<file path="src/rtl/hazard_pkg.sv">
// Shared types and constants for the issue-side hazard scoreboard.
// Op-class codes, per-register entry states and the default load latency.
package hazard_pkg;

    localparam logic [1:0] CLASS_ALU  = 2'd0;
    localparam logic [1:0] CLASS_LOAD = 2'd1;
    localparam logic [1:0] CLASS_LONG = 2'd2;

    typedef enum logic [1:0] {
        ST_FREE = 2'd0,
        ST_WAIT = 2'd1,
        ST_LONG = 2'd2
    } entry_st_e;

    localparam int LOAD_LAT_DEF = 1;

endpackage

</file>
<file path="src/rtl/hazard_scoreboard_sb_entry.sv">
// One scoreboard entry: tracks whether a register is free, counting down
// after a load, or owned by the long unit.
// Ports: clk, rst (sync, active-high), set_load, set_long, clr_long,
//        state_o (current entry state).
module sb_entry
    import hazard_pkg::*;
#(
    parameter int LOAD_LAT = LOAD_LAT_DEF
) (
    input  logic      clk,
    input  logic      rst,
    input  logic      set_load,
    input  logic      set_long,
    input  logic      clr_long,
    output entry_st_e state_o
);

    localparam int CNT_W = (LOAD_LAT < 2) ? 1 : $clog2(LOAD_LAT + 1);

    entry_st_e        state_q, state_d;
    logic [CNT_W-1:0] cnt_q, cnt_d;

    // A new issue outranks a same-cycle long writeback to this register.
    always_comb begin
        state_d = state_q;
        cnt_d   = cnt_q;
        if (set_load) begin
            state_d = ST_WAIT;
            cnt_d   = CNT_W'(LOAD_LAT);
        end else if (set_long) begin
            state_d = ST_LONG;
        end else if (clr_long && state_q == ST_LONG) begin
            state_d = ST_FREE;
        end else if (state_q == ST_WAIT) begin
            if (cnt_q <= CNT_W'(1)) begin
                state_d = ST_FREE;
                cnt_d   = '0;
            end else begin
                cnt_d = cnt_q - CNT_W'(1);
            end
        end
    end

    always_ff @(posedge clk) begin
        if (rst) begin
            state_q <= ST_FREE;
            cnt_q   <= '0;
        end else begin
            state_q <= state_d;
            cnt_q   <= cnt_d;
        end
    end

    assign state_o = state_q;

endmodule

</file>
<file path="src/rtl/hazard_scoreboard.sv">
// Issue-side hazard scoreboard: stalls ID until each source is forwardable.
// Ports: clk, rst, id_* (ID instruction), flush, long_done/long_rd,
//        stall, issue, long_busy, pending_mask.
// Optional long unit support is enabled by defining SCOREBOARD_LONG_EN.
module hazard_scoreboard
    import hazard_pkg::*;
#(
    parameter int NREGS    = 32,
    parameter int ADDR_W   = 5,
    parameter int LOAD_LAT = LOAD_LAT_DEF
) (
    input  logic              clk,
    input  logic              rst,
    input  logic              id_valid,
    input  logic [ADDR_W-1:0] id_rs1,
    input  logic [ADDR_W-1:0] id_rs2,
    input  logic              id_rs1_used,
    input  logic              id_rs2_used,
    input  logic [ADDR_W-1:0] id_rd,
    input  logic              id_regwrite,
    input  logic [1:0]        id_class,
    input  logic              flush,
    input  logic              long_done,
    input  logic [ADDR_W-1:0] long_rd,
    output logic              stall,
    output logic              issue,
    output logic              long_busy,
    output logic [NREGS-1:0]  pending_mask
);

    entry_st_e  st [NREGS];
    logic       is_load, is_long;
    logic       wr_en;
    logic       haz1, haz2, waw, strct;
    logic       long_busy_q, long_busy_d;

    // Reserved class decodes as ALU.
    assign is_load = (id_class == CLASS_LOAD);
    assign wr_en   = id_regwrite & (id_rd != '0);

    assign haz1 = id_rs1_used & (id_rs1 != '0) & (st[id_rs1] != ST_FREE);
    assign haz2 = id_rs2_used & (id_rs2 != '0) & (st[id_rs2] != ST_FREE);

`ifdef SCOREBOARD_LONG_EN
    assign is_long = (id_class == CLASS_LONG);
    assign waw     = wr_en & (st[id_rd] == ST_LONG);
    assign strct   = is_long & long_busy_q;

    always_comb begin
        long_busy_d = long_busy_q;
        if (long_done)
            long_busy_d = 1'b0;
        if (issue && is_long)
            long_busy_d = 1'b1;
    end
`else
    logic unused_long;
    assign unused_long = ^{long_done, long_rd};
    assign is_long     = 1'b0;
    assign waw         = 1'b0;
    assign strct       = 1'b0;
    assign long_busy_d = 1'b0;
`endif

    assign stall = id_valid & ~flush & (haz1 | haz2 | waw | strct);
    assign issue = id_valid & ~flush & ~stall;

    always_ff @(posedge clk) begin
        if (rst)
            long_busy_q <= 1'b0;
        else
            long_busy_q <= long_busy_d;
    end

    assign long_busy = long_busy_q;

    // x0 is hardwired free.
    assign st[0]           = ST_FREE;
    assign pending_mask[0] = 1'b0;

    for (genvar i = 1; i < NREGS; i++) begin : g_ent
        logic hit_rd;
        logic set_ld, set_lg, clr_lg;

        assign hit_rd = issue & wr_en & (id_rd == ADDR_W'(i));
        assign set_ld = hit_rd & is_load;
        assign set_lg = hit_rd & is_long;
`ifdef SCOREBOARD_LONG_EN
        assign clr_lg = long_done & (long_rd == ADDR_W'(i));
`else
        assign clr_lg = 1'b0;
`endif

        sb_entry #(
            .LOAD_LAT (LOAD_LAT)
        ) u_ent (
            .clk      (clk),
            .rst      (rst),
            .set_load (set_ld),
            .set_long (set_lg),
            .clr_long (clr_lg),
            .state_o  (st[i])
        );

        assign pending_mask[i] = (st[i] != ST_FREE);
    end

endmodule

</file>
<file path="config.mk">
export PLATFORM = sky130hd
export DESIGN_NAME = hazard_scoreboard
export DESIGN_NICKNAME = d
export VERILOG_FILES = /design/src/rtl/hazard_pkg.sv /design/src/rtl/hazard_scoreboard_sb_entry.sv /design/src/rtl/hazard_scoreboard.sv
export SDC_FILE = /design/constraint.sdc
export NUM_CORES = 1
export LEC_CHECK = 0
export CELL_PAD_IN_SITES_DETAIL_PLACEMENT = 1
export CELL_PAD_IN_SITES_GLOBAL_PLACEMENT = 1
export CORE_MARGIN = 10
export CORE_UTILIZATION = 44
export DETAILED_ROUTE_END_ITERATION = 8
export PLACE_DENSITY = 0.85
export SLEW_MARGIN = 20
export SYNTH_ARGS = -nofsm -noshare
export SYNTH_HDL_FRONTEND = slang
export SYNTH_HIERARCHICAL = 1
export SYNTH_SLANG_ARGS = --single-unit
</file>
<file path="constraint.sdc">
create_clock -name clk -period 5.6 [get_ports clk]
set_input_delay 1.12 -clock clk [delete_from_list [all_inputs] [get_ports clk]]
set_output_delay 1.12 -clock clk [all_outputs]
set_load 0.02 [all_outputs]
</file>
==> run metrics, run 1 <==
reg2reg setup slack 2550 ps; TritonCTS clock tree built; Post-Syn Instances 446; post-CTS setup buffer count 0; Critical Path Stages 7; HP Class reg -> reg; Synth top area share 32.8%; RSZ-0062 raised after global routing false; Hold Vio Cnt, Final 0; worst path arrival time 4060 ps; area occupied by registers 1240 sq um; Critical Path RT 4480 ps; placed inst area 4910 sq um; FP Rows 33; core footprint 8300 sq um; Pre-antenna DRT Iters 4; ranking of synthesized cells by area dfxtp_1 (33%), a2111oi_2 (12%), nor2_1 (9.3%), mux4_2 (7.1%), nand3b_1 (6.5%); Vias/cell between 5 and 6; first-pass GRT wire length 19700 microns; Worst Setup SP id_rs1[1]; setup_tns 0 ps; number of DRC markers in iteration 0 159; RePlAce Congestion 0.915; # setup viols final 0; Clk Latency, worst-skew pair roughly 340 ps; ys async rst share 0%; crit-path most repeated cell clkdlybuf4s50_1; max_slew headroom 40.6%; final core area utilization 61.2%; status finished, final reports clean; DRC 0; Syn Area/Cell 8.50 sq um; final worst setup slack roughly 420 ps; critical path's top delay family buffers and inverters; crit path buf inv count 2; clk_skew 9.09 ps; initial antenna violation count 0; setup slack at placement 430 ps; Slowest-stage cell, CP clkdlybuf4s50_1; WL final 12000 microns; fin crit share 92.5%; power per cell area between 200 and 250 nW/um^2; share of post-route cells with drive strength above 1 approximately an eighth; Placed Instances 723; synth unique cells 42; die area ~13000 sq um; f_max about 190 MHz; number of synthesized register bits 62; via count approximately 3800; maximum vdd drop between 0.0001 and 0.00015 V; I/O pin cnt 65; clk sinks 62; Initial Utilization 45.7%; Syn Std Cell Area about 3800 sq um; Filler Cell Count about 1100; # nets final between 600 and 700; FF-to-FF Start g_ent[15].u_ent/state_o[0]; area of the multi-input gates 2720 sq um; # hold bufs at CTS 0; Post-Synth XOR/XNOR Area 0%; crit path max fanout 13; Worst Setup Path Type in -> out; CP max stage delay 860 ps; root buf cell clkbuf_8; R2R Path End g_ent[11].u_ent/state_o[0]; Worst setup EP type output port; leak pwr 2.04 nW; design area 5080 sq um; Compound-Gate Fraction of Synth Area about a fifth; Finished Layout Cells 738; post-CTS resize count 0; Slew @ Worst Pin 891 ps; Total Routing Usage GR 19.1%; CP Cell Sequence clkdlybuf4s50_1 -> mux4_2 -> mux2i_1 -> nor3b_1 -> nor4_4 -> o21ba_1 -> clkdlybuf4s50_1; Die Wd 113 microns; clk buf depth 2; max-cap viol count 0; vias in the first global route between 4000 and 5000; adder-cell share of the synthesized area 0%; Setup crit start kind primary input; Layout area overhead 33.9%; DP Wirelength 9550 microns; Post-synth EDFFs 0; cell taking the most area after synthesis dfxtp_1; Final ANT Viol Nets 0; total CTS buffers 9; # H-tree levels 3; simple-gate share of the synthesized area approximately 31%; Seq/Total Area, Yosys 32.8%; main flop type after synthesis dfxtp_1; Worst R2R Path Depth 9; grt ovf 0; Clk pin slew, worst setup/hold paths 70 ps; Antenna diodes 0; max reg flops 62; min Tclk post-route between 5000 and 6000 ps; quantity of I/O buffers inserted on ports 56; largest family of logic cells by synthesized area simple AND/OR/NAND/NOR gates; fraction of synthesized area in multiplexers 7.69%; largest net degree at the start of global routing between 60 and 70; Worst Hold Endpoint g_ent[1].u_ent/state_o[0]; post-DR wirelength/cell 16.2 microns; die height 113 microns; fin. max-slew vios 0; hold path depth 2; Hold Path Origin g_ent[1].u_ent/state_o[1]; Synth Warn # 6
## worst max path at each step
stage	end	slack (ps)
CTS	stall	410
global route	stall	210
finish	stall	420
floorplan	issue	1360
detailed placement	stall	430
global placement	stall	470
## area by class of cell
type,count,share of cell area [%]
multi-input combinational,436,53.5
clock buffer,14,3.20
tap,105,2.59
inverter,58,4.29
sequential,62,24.5
timing repair buffer,62,11.8
clock inverter,1,0.0986
## power by group
group,leakage (nW),switching [mW],internal [mW]
clock network,0.0865,0.169,0.182
registers,0.507,0.0138,0.457
logic,1.44,0.138,0.103
total,2.04,0.321,0.742
## worst register-to-register path, cell delays in order, from the launching register on
cell      delay (ps)
dfxtp_1          340
or2_1            250
mux2_2           270
mux4_2           480
a221oi_2         390
a311oi_4          80
buf_4            250
nor4_1           670
inv_1            100
a21oi_1          140
## cell usage in the layout (no fill, tap or decap), types with 4 or more instances in the layout
cell	netlist	final
clkdlybuf4s50_1	0	55
a2111oi_2	31	31
nand3_1	5	5
clkbuf_8	0	11
dfxtp_1	62	62
nand2_1	17	17
nor4_1	12	12
nand3b_1	33	33
nor2_1	94	94
nand4_1	4	4
buf_4	4	6
inv_1	58	58
or2_2	4	4
conb_1	1	126
mux4_2	12	12
nor4b_2	6	6
nor3_1	17	17
nor3b_1	5	5
nor2b_1	5	5
a21oi_1	36	36
## per-layer routing
| metal | wire, microns | GRT usage (%) | vias to the layer above | share of wire [%] |
|---|---|---|---|---|
| li1 | - | - | 1836 | - |
| met1 | 4610 | 19.7 | 1791 | 38 |
| met2 | 6350 | 35.4 | 109 | 53 |
| met3 | 783 | 5.55 | 20 | 6.5 |
| met4 | 243 | 7.19 | 0 | 2.0 |
| met5 | 0 | 0 | - | 0 |
## synthesized netlist by cell type, types with 2 or more instances
| cell | count |
|---|---|
| nand4_1 | 4 |
| nor4b_1 | 3 |
| nor4b_2 | 6 |
| o211ai_1 | 3 |
| nand3b_1 | 33 |
| buf_6 | 2 |
| nor2b_1 | 5 |
| mux4_2 | 12 |
| o21ai_1 | 2 |
| clkbuf_1 | 2 |
| or3b_1 | 2 |
| nor3_1 | 17 |
| buf_4 | 4 |
| dfxtp_1 | 62 |
| or2_1 | 2 |
| nand3_1 | 5 |
| a21oi_1 | 36 |
| a31oi_1 | 2 |
| nor4_1 | 12 |
| or4_1 | 2 |
| a2111oi_2 | 31 |
| nor2_1 | 94 |
| or2_2 | 4 |
| inv_1 | 58 |
| nor3b_1 | 5 |
| nand2_1 | 17 |
| buf_2 | 6 |
## metrics by stage
stage / hold WS, ps / power (mW)
6_report: 505 / 1.06
5_1_grt: 535 / 1.12
4_1_cts: 506 / 1.07
3_5_place_dp: 491 / 0.717
3_3_place_gp: 485 / 0.708
2_1_floorplan: 465 / 0.625
## logic make-up after synthesis
logic type      after synthesis
flops                        62
mux                          14
buf+inv                      73
other cells                   1
compound gates               80
simple gates                216
Note: power is estimated with default switching activity, not from simulation.
==> run 2, diff against run 1 <==
--- a/config.mk
+++ b/config.mk
@@ -10,6 +10,7 @@
 export CORE_MARGIN = 10
 export CORE_UTILIZATION = 44
 export DETAILED_ROUTE_END_ITERATION = 8
+export GPL_TIMING_DRIVEN = 0
 export PLACE_DENSITY = 0.85
 export SLEW_MARGIN = 20
 export SYNTH_ARGS = -nofsm -noshare
==> run 2 against run 1 <==
First-iteration DRC count up 10%. Clock skew up 2.0 ps. Critical path type unchanged. Sequential share of layout area down 0.55 points. Non-clock buffer count up 7. Via count up 1.5%. Critical endpoint unchanged.
==> run metrics, run 2 (same netlist as run 1, synthesis figures left out) <==
Hold Slack between 500 and 600 ps; Layout area overhead 37.0%; Initial Utilization 45.7%; share of post-route cells with drive strength above 1 14.0%; Final Power 1.23 mW; min Tclk post-route about 5400 ps; status finished, final reports clean; Pre-antenna DRT Iters 5; quantity of I/O buffers inserted on ports 51; clk buf depth 2; maximum vdd drop 0.000148 V; Antenna diodes 0; f_max about 180 MHz; post-DR wirelength/cell about 17 microns; # H-tree levels 3; clk sinks 62; Hold Vio Cnt, Final 0; core footprint roughly 8300 sq um; most frequent cells in the layout conb_1 (126), nor2_1 (94), dfxtp_1 (62), inv_1 (58), clkdlybuf4s50_1 (50); Final ANT Viol Nets 0; via count 3813; Sw Share between 20% and 30%; power per cell area 238 nW/um^2; largest net degree at the start of global routing 42; initial antenna violation count 0; final core area utilization 62.6%; Comb pwr share approximately a fifth; Vias/cell 5.11; # setup viols final 0; Setup crit start kind primary input; total CTS buffers 9; I/O pin cnt 65; # nets final 666; area occupied by registers 1240 sq um; Total Routing Usage GR 19.8%; Worst setup EP type output port; root buf cell clkbuf_8; HP Class reg -> reg; Filler Cell Count ~1000; Flop pwr share 38.1%; DP Wirelength 9720 microns; clk_skew 11.1 ps; fin crit share 97.2%; setup_tns 0 ps; number of DRC markers in iteration 0 175; Die Wd 113 microns; crit path max fanout 10; TritonCTS clock tree built; grt ovf 0; Int Pwr 0.883 mW; fin. max-slew vios 0; FP Rows 33; placed inst area 4920 sq um; Clk pin slew, worst setup/hold paths 70 ps; die height 113 microns; die area 12700 sq um; leak pwr 2.10 nW; Critical Path RT 4480 ps; Worst Setup Path Type in -> out; max_slew headroom 56.6%; max-cap viol count 0; switching power 0.351 mW; clock power share 41.8%; worst path arrival time 4320 ps; most common cell after layout, fill and taps aside conb_1; max reg flops 62; first-pass GRT wire length 20700 microns; DRC 0; vias in the first global route 4183; area of the multi-input gates 2710 sq um; RePlAce Congestion 1.00; WL final 12500 microns; Slew @ Worst Pin 642 ps; RSZ-0062 raised after global routing false; design area 5190 sq um; Clk Latency, worst-skew pair 360 ps
## run 2: cell types whose count changed in the layout (fill, tap and decap cells not counted), moves of 2 or more
cell and change:
clkinvlp_4 +2, bufinv_16 +3, buf_6 +2, buf_2 +4, clkdlybuf4s50_1 -5
## run 2: final timing paths
check	start	end	slack, ps	depth (start not counted)
worst max-delay path	id_rs1[1]	stall	160	9
worst min register to register	g_ent[27].u_ent/state_o[1]	g_ent[27].u_ent/state_o[0]	500	2
worst min-delay path	g_ent[27].u_ent/state_o[1]	g_ent[27].u_ent/state_o[0]	500	2
worst max register to register	g_ent[15].u_ent/state_o[0]	g_ent[8].u_ent/state_o[0]	2700	9
## run 2: power by group through the flow
stage	Sequential, mW	Clock, mW	Combinational (mW)
after floorplan	0.476	0	0.149
after global placement	0.479	0	0.232
after detailed placement	0.480	0	0.240
after CTS	0.470	0.521	0.244
after global routing	0.472	0.542	0.271
final	0.471	0.515	0.248
## run 2: what timing repair did
item	4_1_cts	5_1_grt
hold buffers	0	0
buffers inserted	2	0
gates resized for setup	0	1
endpoints found under the hold margin	0	0
setup endpoints to repair	1	1
pin swaps	1	0
## run 2: critical path: stages
cell and delay, ps:
clkdlybuf4s50_1 660, clkbuf_4 310, mux4_2 560, nor2_1 150, nor2_1 90, nor4_4 360
buf_4 240, o21ba_1 190, clkdlybuf4s50_1 630
## run 2: stage by stage
step,worst slack [ps],instances
global placement,48.6,727
CTS,155,746
finish,156,746
detailed placement,34.1,728
floorplan,1360,571
global route,30.0,746
## run 2: final cells by class
cell class,count,area share [%]
Buffer,15,1.86
Clock buffer,11,2.92
Clock inverter,5,2.02
Inverter,58,4.19
Multi-Input combinational cell,436,52.1
Sequential cell,62,23.9
Tap cell,105,2.53
Timing Repair Buffer,54,10.5
## run 2: per-layer routing
| layer | up-vias | track usage [%] | wire length, microns |
|---|---|---|---|
| li1 | 1856 | - | - |
| met3 | 18 | 4.70 | 617 |
| met4 | 0 | 5.84 | 199 |
| met5 | - | 0 | 0 |
| met2 | 84 | 35.9 | 6470 |
| met1 | 1855 | 22.4 | 5250 |
==> run 3, diff against run 2 <==
--- a/config.mk
+++ b/config.mk
@@ -5,15 +5,15 @@
 export SDC_FILE = /design/constraint.sdc
 export NUM_CORES = 1
 export LEC_CHECK = 0
+export ABC_AREA = 1
 export CELL_PAD_IN_SITES_DETAIL_PLACEMENT = 1
 export CELL_PAD_IN_SITES_GLOBAL_PLACEMENT = 1
 export CORE_MARGIN = 10
-export CORE_UTILIZATION = 44
+export CORE_UTILIZATION = 34
 export DETAILED_ROUTE_END_ITERATION = 8
 export GPL_TIMING_DRIVEN = 0
-export PLACE_DENSITY = 0.85
+export PLACE_DENSITY = 0.83
 export SLEW_MARGIN = 20
 export SYNTH_ARGS = -nofsm -noshare
 export SYNTH_HDL_FRONTEND = slang
-export SYNTH_HIERARCHICAL = 1
 export SYNTH_SLANG_ARGS = --single-unit
==> run 3 against run 2 <==
Fmax rose by 23%. Global-route usage fell by 5.2 points. Cell area fell by 44%. Routed wire length fell by 42%. Cell count fell by 34%.
==> run metrics, run 3 <==
max-cap viol count 0; TritonCTS clock tree built; Critical Path RT 4480 ps; maximum vdd drop 0.0000920 V; DR WL met3 around 320 microns; most frequent cell after synthesis nand2_1; # H-tree levels 2; CP max stage delay 610 ps; Biggest register g_ent.u_ent.cnt_q; HP Class reg -> reg; via count 2252; Syn Area/Cell 6.19 sq um; FP Rows 29; Post-synth EDFFs 0; final worst setup slack 1180 ps; # setup viols final 0; Clk Latency, worst-skew pair 280 ps; power per cell area 169 nW/um^2; setup slack at placement 1180 ps; Pre-antenna DRT Iters 4; fin. max-slew vios 0; most frequent cells in the layout nand2_1 (116), clkdlybuf4s50_1 (54), inv_1 (41), buf_4 (37), nand3_1 (36); Antenna diodes 0; WL final 7320 microns; fin crit share slightly below 80%; max_slew headroom 48.5%; post-CTS setup buffer count 0; share of post-route cells with drive strength above 1 19.3%; Post-synth top cells nand2_1 (116), inv_1 (41), buf_4 (37); main flop type after synthesis dfxtp_1; Routed met1 length 3190 microns; Seq/Total Area, Yosys approximately 29%; ranking of synthesized cells by area dfxtp_1 (29%), nand2_1 (20%), buf_4 (13%), nand3_1 (8.3%), inv_1 (7.1%); CP Cell Sequence clkdlybuf4s50_1 -> buf_4 -> buf_4 -> nand2_1 -> nand3_1 -> nand3_1 -> nand3_1 -> nand3_1 -> nand3_2 -> nand2_1 -> nor2_1 -> clkdlybuf4s50_1; min Tclk post-route approximately 4400 ps; Post-Syn Instances 351; die height roughly 100 microns; cell taking the most area after synthesis dfxtp_1; core footprint 6280 sq um; vias in the first global route 2379; largest net degree at the start of global routing 11; worst path arrival time 3300 ps; Slew @ Worst Pin 766 ps; crit path max fanout 10; Hold Vio Cnt, Final 0; number of synthesized register bits 31; first-pass GRT wire length 11900 microns; Clk pin slew, worst setup/hold paths ~60 ps; status finished, final reports clean; Worst setup EP type output port; Met2 Routed Length 3730 microns; DP Wirelength a little over 6000 microns; total CTS buffers 5; die area about 10000 sq um; quantity of I/O buffers inserted on ports between 50 and 60; post-DR wirelength/cell 14.9 microns; ys async rst share 0%; grt ovf 0; synth unique cells 24; Final ANT Viol Nets 0; Die Wd 99.9 microns; Slowest-stage cell, CP clkdlybuf4s50_1; RSZ-0062 raised after global routing false; DRC 0; post-CTS resize count 0; Setup crit start kind primary input; RePlAce Congestion 0.929; root buf cell clkbuf_8; Worst Setup Path Type in -> out; clk_skew 0.901 ps; setup_tns 0 ps; max reg flops 26; most common cell after layout, fill and taps aside nand2_1; Vias/cell between 4 and 5; clk buf depth 2; number of DRC markers in iteration 0 34; f_max 226 MHz; leak pwr 1.25 nW; clk sinks 31; I/O pin cnt 65; # hold bufs at CTS 0; crit-path most repeated cell nand3_1; Layout area overhead 34.1%; Synth Warn # 0; # nets final 443; Synth top area share 28.6%; Total Routing Usage GR 14.6%; highest routed layer met4; initial antenna violation count 0; Initial Utilization 34.6%; Syn Std Cell Area 2170 sq um
run 3: stage by stage:
stage	hold WS, ps	cell area, sq um	total power, mW	instances	utilization, %
global placement	1030	2810	0.308	483	44.8
CTS	1060	2910	0.495	491	46.4
global route	1120	2910	0.513	491	46.4
detailed placement	1040	2810	0.309	483	44.8
finish	1050	2910	0.492	491	46.4
floorplan	863	2180	0.276	352	-
run 3: path summary, 6_finish.rpt:
path / from / end / slack (ps) / cells past startpoint
hold / removal: g_ent[28].u_ent.state_o[0] / g_ent[29].u_ent.cnt_q / 1050 / 7
setup / recovery: id_rs1[0] / issue / 1180 / 12
hold reg to reg: g_ent[28].u_ent.state_o[0] / g_ent[29].u_ent.cnt_q / 1050 / 7
setup reg to reg: g_ent[20].u_ent.state_o[0] / g_ent[20].u_ent.state_o[0] / 4030 / 10
run 3: final cells by class:
| class | count | area [sq um] |
|---|---|---|
| Timing Repair Buffer | 54 | 541 |
| Inverter | 43 | 161 |
| Fill cell | 856 | 3360 |
| Tap cell | 77 | 96.3 |
| Sequential cell | 31 | 621 |
| Clock buffer | 8 | 100 |
| Buffer | 46 | 352 |
| Multi-Input combinational cell | 232 | 1040 |
run 3: where the power goes:
part / internal (mW) / switching (mW) / total, mW
Sequential: 0.221 / 0.0000868 / 0.221
Clock: 0.112 / 0.0753 / 0.187
Combinational: 0.0353 / 0.0488 / 0.0841
run 3: kinds of logic (layout without fill, tap and decap cells):
logic type,after synthesis,after routing,synth area share (%)
and+or+nand+nor,219,219,44.8
other,1,2,0.173
AOI/OAI and AO/OA,11,11,2.88
DFF,31,31,28.6
buffers and inverters,89,151,23.6
run 3: metal layers:
metal	GRT usage [%]	vias to the layer above
li1	-	1148
met1	17.2	1048
met2	26.5	49
met3	2.06	7
met4	3.97	0
met5	0	-
run 3: worst max-delay path, delay by kind of cell:
family	cells	cell delay, ps
buffers and inverters	4	1500
and+or+nand+nor	8	670
